==> src/rtl/util_pkg.sv <==
// Shared helpers for the PWM bank: ceiling-log2 for index widths and the
// counter mode/direction encodings.
package util_pkg;

  typedef enum logic {
    EDGE   = 1'b0,
    CENTER = 1'b1
  } pwm_mode;

  typedef enum logic {
    DIR_UP   = 1'b0,
    DIR_DOWN = 1'b1
  } count_dir_e;

  // Ceiling log2; CLOG2(1) is 0, so callers clamp port widths to at least 1.
  function automatic int CLOG2(input int value);
    int result;
    int v;
    result = 0;
    v      = value - 1;
    while (v > 0) begin
      result = result + 1;
      v      = v >> 1;
    end
    return result;
  endfunction

endpackage

==> src/rtl/pwm_bank_channel.sv <==
// One PWM channel: double-buffered duty (shadow/active) with write-at-boundary
// bypass, and a registered compare against the shared counter.
module pwm_bank_channel
  import util_pkg::*;
#(
  parameter int BITS   = 8,
  parameter int CHW    = 2,
  parameter int CH_IDX = 0
) (
  input  logic            clk,
  input  logic            reset,
  input  logic            wr_en,
  input  logic [CHW-1:0]  wr_chan,
  input  logic [BITS-1:0] wr_duty,
  input  logic            boundary,
  input  logic [BITS-1:0] counter,
  output logic            out
);

  logic            wr_hit;
  logic [BITS-1:0] shadow_reg;
  logic [BITS-1:0] shadow_next;
  logic [BITS-1:0] active_reg;
  logic [BITS-1:0] active_next;
  logic            out_reg;

  // Out-of-range indices can never equal a valid CH_IDX, so they are dropped.
  assign wr_hit = wr_en && (wr_chan == CHW'(CH_IDX));

  always_comb begin
    shadow_next = wr_hit ? wr_duty : shadow_reg;
    // Latching from shadow_next lets a boundary-cycle write land immediately.
    active_next = boundary ? shadow_next : active_reg;
  end

  always_ff @(posedge clk) begin
    if (reset) begin
      shadow_reg <= '0;
      active_reg <= '0;
      out_reg    <= 1'b0;
    end else begin
      shadow_reg <= shadow_next;
      active_reg <= active_next;
      out_reg    <= (counter < active_reg);
    end
  end

  assign out = out_reg;

endmodule

==> src/rtl/pwm_bank.sv <==
// Multi-channel PWM with a shared period counter and glitch-free duty updates.
// Define PWM_BANK_CENTER_EN for center-aligned (up/down) counting.
module pwm_bank
  import util_pkg::*;
#(
  parameter  int CHANNELS = 4,
  parameter  int BITS     = 8,
  localparam int CHW      = (CLOG2(CHANNELS) > 0) ? CLOG2(CHANNELS) : 1
) (
  input  logic                clk,
  input  logic                reset,
  input  logic [BITS-1:0]     period,
  input  logic                wr_en,
  input  logic [CHW-1:0]      wr_chan,
  input  logic [BITS-1:0]     wr_duty,
  output logic [CHANNELS-1:0] out,
  output logic                cycle_strobe
);

  logic [BITS-1:0] counter_reg;
  logic [BITS-1:0] counter_next;
  logic [BITS-1:0] period_act_reg;
  logic            boundary;
  logic            strobe_reg;

`ifdef PWM_BANK_CENTER_EN
  count_dir_e dir_reg;
  count_dir_e dir_next;

  // Up 0..period_act, then down to 1; the period closes at 1 on the way down.
  always_comb begin
    boundary     = 1'b0;
    counter_next = counter_reg;
    dir_next     = dir_reg;
    if (period_act_reg == '0) begin
      boundary = 1'b1;
    end else if (dir_reg == DIR_UP) begin
      if (counter_reg == period_act_reg) begin
        if (period_act_reg == BITS'(1)) begin
          boundary = 1'b1;
        end else begin
          dir_next     = DIR_DOWN;
          counter_next = counter_reg - 1'b1;
        end
      end else begin
        counter_next = counter_reg + 1'b1;
      end
    end else begin
      if (counter_reg == BITS'(1)) begin
        boundary = 1'b1;
      end else begin
        counter_next = counter_reg - 1'b1;
      end
    end
    if (boundary) begin
      counter_next = '0;
      dir_next     = DIR_UP;
    end
  end

  always_ff @(posedge clk) begin
    if (reset) begin
      dir_reg <= DIR_UP;
    end else begin
      dir_reg <= dir_next;
    end
  end
`else
  always_comb begin
    boundary     = (counter_reg == period_act_reg);
    counter_next = boundary ? '0 : counter_reg + 1'b1;
  end
`endif

  // period_act tracks the input during reset so the first period is correct.
  always_ff @(posedge clk) begin
    if (reset) begin
      counter_reg    <= '0;
      period_act_reg <= period;
      strobe_reg     <= 1'b0;
    end else begin
      counter_reg <= counter_next;
      strobe_reg  <= boundary;
      if (boundary) begin
        period_act_reg <= period;
      end
    end
  end

  assign cycle_strobe = strobe_reg;

  for (genvar gi = 0; gi < CHANNELS; gi++) begin : g_chan
    pwm_bank_channel #(
      .BITS   (BITS),
      .CHW    (CHW),
      .CH_IDX (gi)
    ) u_chan (
      .clk      (clk),
      .reset    (reset),
      .wr_en    (wr_en),
      .wr_chan  (wr_chan),
      .wr_duty  (wr_duty),
      .boundary (boundary),
      .counter  (counter_reg),
      .out      (out[gi])
    );
  end

endmodule
==> config.mk <==
export PLATFORM = sky130hd
export DESIGN_NAME = pwm_bank
export DESIGN_NICKNAME = d
export VERILOG_FILES = /design/src/rtl/util_pkg.sv /design/src/rtl/pwm_bank_channel.sv /design/src/rtl/pwm_bank.sv
export SDC_FILE = /design/constraint.sdc
export NUM_CORES = 1
export LEC_CHECK = 0
export CORE_ASPECT_RATIO = 1.25
export CORE_MARGIN = 2
export CORE_UTILIZATION = 40
export DETAILED_ROUTE_END_ITERATION = 7
export MAX_ROUTING_LAYER = met4
export RECOVER_POWER = 25
export SYNTH_ARGS = -nofsm -noshare
export SYNTH_HDL_FRONTEND = slang
export SYNTH_SLANG_ARGS = --single-unit
==> constraint.sdc <==
create_clock -name clk -period 4.75 [get_ports clk]
set_input_delay 1.425 -clock clk [delete_from_list [all_inputs] [get_ports clk]]
set_output_delay 1.425 -clock clk [all_outputs]
set_load 0.02 [all_outputs]
==> results of run 1 <==
logic make-up after synthesis:
kind of cell	Yosys count
flops	85
xor+xnor	14
simple gates	88
buf+inv	47
compound gates	31
mux	64
fa+ha+maj	29
layer usage:
layer | wire length (microns) | vias up | part of all wire (%) | GRT usage [%]
li1 | - | 1271 | - | -
met1 | 3912 | 1181 | 50 | 21.90
met2 | 3566 | 37 | 45 | 24.96
met3 | 179 | 18 | 2.3 | 2.567
met4 | 242 | 0 | 3.1 | 9.851
met5 | 0 | - | 0 | -
stage by stage:
stage / area [sq um] / utilization, % / worst slack, ns / instances
floorplan: 3921 / - / 1.959 / 358
global placement: 4245 / 44.41 / 1.597 / 494
detailed placement: 4245 / 44.41 / 1.576 / 494
CTS: 4516 / 47.24 / 1.612 / 510
global route: 4497 / 47.04 / 0.8117 / 510
finish: 4497 / 47.04 / 1.110 / 510
Yosys cell counts, types with 3 or more instances:
master and count:
mux2i_1 32, buf_4 4, ha_1 29, o2111ai_1 4, a2111oi_0 4, o31a_1 4, edfxtp_1 8, buf_6 3
buf_1 3, a21o_1 8, dfxtp_1 77, xor2_1 12, mux2_4 27, nor2b_1 4, clkbuf_1 9, nand2b_1 5
inv_1 28, nor3_1 4, nor2_1 61, nand3_1 5, mux2_2 5, a211oi_1 11
worst register-to-register path, stage by stage (launching register included):
cell,delay (ns)
dfxtp_1,0.66
xor2_1,0.13
nor4_1,1.24
nand2_4,0.69
nand2b_1,0.56
report_power, final:
part / total (mW) / switching [mW] / leakage, nW / internal, mW
logic: 0.104 / 0.0548 / 1.16 / 0.0494
registers: 0.756 / 0.0127 / 0.702 / 0.743
clock network: 0.641 / 0.274 / 0.136 / 0.367
layout make-up:
class	instances	area [sq um]	share of cell area [%]
clock buffer	12	246.5	5.481
clock inverter	4	23.77	0.5287
multi-input combinational	226	1919	42.68
sequential	85	1782	39.62
tap	126	157.7	3.506
inverter	28	105.1	2.337
timing repair buffer	29	262.8	5.843
path summary, 6_finish.rpt:
check                              endpoint                           start  cells past startpoint  slack (ns)
max                       period_act_reg[4]                  counter_reg[2]                      4        1.11
min          g_chan[2].u_chan.shadow_reg[3]  g_chan[2].u_chan.shadow_reg[3]                      2        0.51
max reg2reg               period_act_reg[4]                  counter_reg[2]                      4        1.11
min reg2reg  g_chan[2].u_chan.shadow_reg[3]  g_chan[2].u_chan.shadow_reg[3]                      2        0.51
==> summary.md, run 1 <==
| Metric | Value |
|---|---|
| Outcome | complete, but fails checks |
| Failing checks | capacitance limit, slew limit |
| Slew HR | -1.225% |
| RSZ-0062 raised after global routing | no |
| HPWL after DPL | 5.319 mm |
| Vias in the first global route | between 2000 and 3000 |
| Final Power | 1.501 mW |
| Post-Synthesis Cell Area | 3921 sq um |
| Largest family of logic cells by synthesized area | multiplexers |
| Complex-gate fraction of the synthesized area | approximately 6.3% |
| Number of max-cap violations | 1 |
| Final wirelength | 7.901 mm |
| CTS tree | built |
| Vias per cell | 4.916 |
| Setup TNS | 0 ns |
| Critical path type | reg2reg |
| Post-synth top area share | 39.31% |
| Area Growth Syn to Fin | 14.68% |
| Syn_nets | 408 |
| ANT nets after route | 0 |
| Final Setup Violations | 0 |
| Drt pass-1 iters | 6 |
| IO buf count | 25 |
| Leak | 1.999 nW |
| First-pass GRT wire length | ~13 mm |
| CTS Buf Count | 9 |
| Leading post-synthesis cells by cell area | dfxtp_1, mux2_4, ha_1 |
| Final Critical Period | around 3.6 ns |
| CTS Buffer Depth | 2 |
| DRC errors left | 0 |
| Total global-route track usage | 16.88% |
| #FFs+latches synth | between 80 and 90 |
| FP Rows | 40 |
| Pwr Density | 333.8 nW/um^2 |
| Min Hold Slack | 0.5113 ns |
| Die area | approximately 11000 sq um |
| Worst-Margin Slew | 1.505 ns |
| Post-synthesis cell type count | 29 |
| Root buf cell | clkbuf_16 |
| Number of diodes | 0 |
| I/O Pins | 26 |
| Chip Height | roughly 110 microns |
| Max incr delay on CP | around 1.2 ns |
| Total grt overflow | 0 |
| CP Launch Type | flip-flop |
| CP arrival | 3.63 ns |
| CP Buf/Inv Count | 0 |
| Synth area leader | dfxtp_1 |
| Worst vdd ir | 0.1365 mV |
| Crit-path cells | xor2_1 > nor4_1 > nand2_4 > nand2b_1 |
| Share of cells above drive strength 1 | 12.76% |
| Critical Path RT | between 4 and 5 ns |
| Die width | 92.56 microns |
| Largest net degree at the start of global routing | 36 |
| Peak fanout along the critical path | 35 |
| Post-synth EDFFs | 8 |
| Mux cell area share after synthesis | 19.94% |
| Final Hold Vio Count | 0 |
| Post-Synth Simple-Gate Area | 10.47% |
| Max-slew violations | 9 |
| Post-synthesis sequential area ratio | 45.44% |
| Post-synth top flop | dfxtp_1 |
| Final period util | between 70% and 80% |
| Per-cell routed wire length | ~15 microns |
| Synthesized instance count | 358 |
| CP max stage cell | nor4_1 |
| Vias | 2507 |
| Cell family with most CP delay | simple AND/OR/NAND/NOR gates |
| Worst-path clk slew | about 0.060 ns |
| Commonest non-fill, non-tap cell in the layout | dfxtp_1 |
| Later-pin clock latency in the skew report | approximately 0.34 ns |
| GP Congestion | 0.7490 |
| Post-synthesis xor/xnor area fraction | around 3.1% |
| Mean Syn Cell Area | about 11 sq um |
| Initial Utilization | 41.02% |
| Worst hold path class | reg2reg |
| Fmax | 274.7 MHz |
| Final-layout fill cell count | just under 900 |
| H-tree levels | 3 |
| Area share of fa/ha/maj cells after synthesis | 9.253% |
| Initial detailed-routing violation count | 88 |
| # hold bufs at CTS | 0 |
| Post-synthesis async set-or-reset flop share | 0% |
| Commonest non-fill, non-tap cells in the layout | dfxtp_1, nor2_1, mux2i_1 |
| Clock sink total | 85 |
| Ys Warns | 0 |
| Core area | 9559 sq um |
| Fin Clk Skew | 0.005752 ns |
| # resized after CTS | 0 |
| Initial antenna violation count | 0 |
| Endpoint class of the critical path | flip-flop |
| Final nets | 429 |
| Post-CTS Setup Bufs | 0 |
Note: power is estimated with default switching activity, not from simulation.
==> inputs of run 2 (changes only) <==
==> constraint.sdc (replaced) <==
create_clock -name clk -period 3.1 [get_ports clk]
set_input_delay 0.93 -clock clk [delete_from_list [all_inputs] [get_ports clk]]
set_output_delay 0.93 -clock clk [all_outputs]
set_load 0.02 [all_outputs]
==> run 2 against run 1 <==
  * The run now ends clean
  * Register-to-register slack worse by 0.34 ns
  * Utilization rose by 0.48 points
  * First-iteration DRC count grew 13%
  * Die area unchanged
  * Critical path type is now in2reg
  * Largest cell class unchanged
==> summary.md, run 2 (synthesized netlist as in run 1, its figures left out) <==
| Metric | Value |
|---|---|
| Initial antenna violation count | 0 (unchanged) |
| Final nets | 434 (+1.2%) |
| Total grt overflow | 0 (unchanged) |
| Final wirelength | 7.964 mm (+0.80%) |
| Final-layout fill cell count | 876 (-2.0%) |
| FP Rows | 40 (unchanged) |
| Drt pass-1 iters | 4 (-2) |
| Min Hold Slack | 0.5071 ns (-0.004202 ns) |
| Final Power | 2.268 mW (+51%) |
| Final Setup Violations | 0 (unchanged) |
| CP max stage cell | dlygate4sd3_1 |
| CTS Buf Count | 9 (unchanged) |
| Endpoint class of the critical path | flip-flop |
| Later-pin clock latency in the skew report | 0.34 ns (about the same) |
| Launching point of the worst reg2reg path | counter_reg[3] |
| CP Launch Type | primary input |
| CP arrival | 2.75 ns (-0.88 ns) |
| Fin Clk Skew | 0.007022 ns (+0.001270 ns) |
| Core area | 9559 sq um (unchanged) |
| Area occupied by multi-input gates | 1919 sq um (unchanged) |
| I/O Pins | 26 (unchanged) |
| Peak fanout along the critical path | 8 (-77%) |
| Crit-path cells | dlygate4sd3_1 > nand3_1 > clkbuf_1 > mux2i_1 > nor2_1 > mux2_4 |
| Largest net degree at the start of global routing | 40 (+11%) |
| IO buf count | 25 (unchanged) |
| GP Congestion | 0.7612 (+1.6%) |
| Final period util | roughly 80% |
| Worst vdd ir | 0.2674 mV (+96%) |
| Placement Cell Area | 4295 sq um (+1.2%) |
| Internal | 1.749 mW (+51%) |
| FF-to-FF path depth | 6 (+2) |
| Reg area | 1782 sq um (unchanged) |
| Dpl cells | 499 (+1.0%) |
| CP endpoint | g_chan[3].u_chan.active_reg[1] |
| Worst-Margin Slew | 0.6883 ns (-0.8162 ns) |
| Slew HR | 54.11% (+55 points) |
| Max-slew violations | 0 (-9) |
| Cell family with most CP delay | buffers and inverters |
| ANT nets after route | 0 (unchanged) |
| Vias in the first global route | 2540 (-0.43%) |
| Flop2flop setup slack | 0.77 ns (-0.34 ns) |
| Final Hold Vio Count | 0 (unchanged) |
| First-pass GRT wire length | 13.13 mm (+0.53%) |
| Vias | 2519 (+0.48%) |
| Chip Height | 114.7 microns (unchanged) |
| Finished Core Util | 47.53% (+0.48 points) |
| Worst-path clk slew | 0.06 ns (about the same) |
| Sequential share of power | 50.9% (+0.5 points) |
| Worst hold path class | reg2reg |
| Post-CTS Setup Bufs | 0 (unchanged) |
| # hold bufs at CTS | 0 (unchanged) |
| Crit path depth | 6 (+2) |
| Clock power frac | 41.6% (-1.1 points) |
| Commonest non-fill, non-tap cells in the layout | dfxtp_1, nor2_1, mux2i_1 |
| H-tree levels | 3 (unchanged) |
| RSZ-0062 raised after global routing | no |
| Pwr Density | 499.2 nW/um^2 (+50%) |
| Area Growth Syn to Fin | 15.86% |
| Post-Layout Inst Area | 4543 sq um (+1.0%) |
| Root buf cell | clkbuf_16 |
| CP Buf/Inv Count | 2 (+2) |
| CTS tree | built |
| Clock sink total | 85 (unchanged) |
| CTS Buffer Depth | 2 (unchanged) |
| Max incr delay on CP | 0.58 ns (-0.66 ns) |
| Final Critical Period | 2.528 ns |
| Final std cells w/o fill | 515 (+0.98%) |
| Switching part of the total | 22.88% (+0.14 points) |
| Die width | 92.56 microns (unchanged) |
| Initial Utilization | 41.02% (unchanged) |
| Initial detailed-routing violation count | 99 (+13%) |
| Number of diodes | 0 (unchanged) |
| DRC errors left | 0 (unchanged) |
| Leak | 2.037 nW (+1.9%) |
| Commonest non-fill, non-tap cell in the layout | dfxtp_1 |
| Hold wc startpoint | g_chan[2].u_chan.shadow_reg[4] |
| Share of cells above drive strength 1 | 14.65% (+1.9 points) |
| Crit. Startpoint | wr_en |
| Combinational Power Share | 7.5% (+0.6 points) |
| Setup WS post-layout | 0.5723 ns (-0.5375 ns) |
| Number of max-cap violations | 0 (-1) |
| Switching pwr | 518.9 uW (+52%) |
| Vias per cell | 4.891 (-0.50%) |
| Per-cell routed wire length | 15.46 microns (-0.18%) |
| HPWL after DPL | 5.406 mm (+1.6%) |
| Pre-CTS setup slack | 0.4131 ns (-1.163 ns) |
| Outcome | completed |
| Total global-route track usage | 17.08% (+0.21 points) |
| Setup TNS | 0 ns (unchanged) |
| Critical R2R Capture | g_chan[2].u_chan.active_reg[5] |
| Critical Path RT | 3.32 ns (-1.42 ns) |
| Fmax | 395.6 MHz |
| Critical path type | in2reg |
| Die area | 10620 sq um (unchanged) |
| # resized after CTS | 0 (unchanged) |
run 2: changes by cell type in the layout (fill, tap and decap cells not counted), moves of 2 or more:
cell	previous run	this run
clkbuf_1	6	1
buf_4	1	7
clkinv_2	3	5
clkinv_1	0	2
run 2: worst min path at each step:
| stage | slack (ns) | endpoint | cells past startpoint |
|---|---|---|---|
| 6_report | 0.51 | g_chan[2].u_chan.shadow_reg[4] | 2 |
| 5_1_grt | 0.55 | g_chan[1].u_chan.shadow_reg[5] | 2 |
| 4_1_cts | 0.52 | g_chan[2].u_chan.shadow_reg[4] | 2 |
| 3_5_place_dp | 0.50 | g_chan[2].u_chan.shadow_reg[2] | 2 |
| 3_3_place_gp | 0.49 | g_chan[2].u_chan.shadow_reg[0] | 2 |
| 2_1_floorplan | 0.47 | g_chan[2].u_chan.shadow_reg[0] | 2 |
run 2: worst register-to-register path: stages (launching register included):
cell and delay (ns):
dfxtp_1 0.64, xor2_1 0.13, nor4_1 0.30, buf_4 0.22, nand2_4 0.27, buf_4 0.34, mux2_4 0.31
run 2: power by group through the flow:
stage / clock network (mW) / logic [mW] / registers (mW)
after floorplan: 0 / 0.106 / 1.17
after global placement: 0 / 0.173 / 1.18
after detailed placement: 0 / 0.175 / 1.18
after CTS: 0.977 / 0.176 / 1.16
after global routing: 1.02 / 0.187 / 1.16
final: 0.944 / 0.169 / 1.15
run 2: cell type report:
cell class,count,share of cell area (%)
well taps,126,3.470
clock buffers,9,4.957
clock inverters,7,0.7161
multi-input cells,226,42.25
repair buffers,34,7.078
flip-flops and latches,85,39.22
inverters,28,2.313
run 2: routing by layer:
metal	routed length, microns	global-route usage (%)	share of wire, %
met1	3948	21.50	50
met2	3685	26.81	46
met3	166	2.370	2.1
met4	163	8.756	2.0
met5	0	-	0
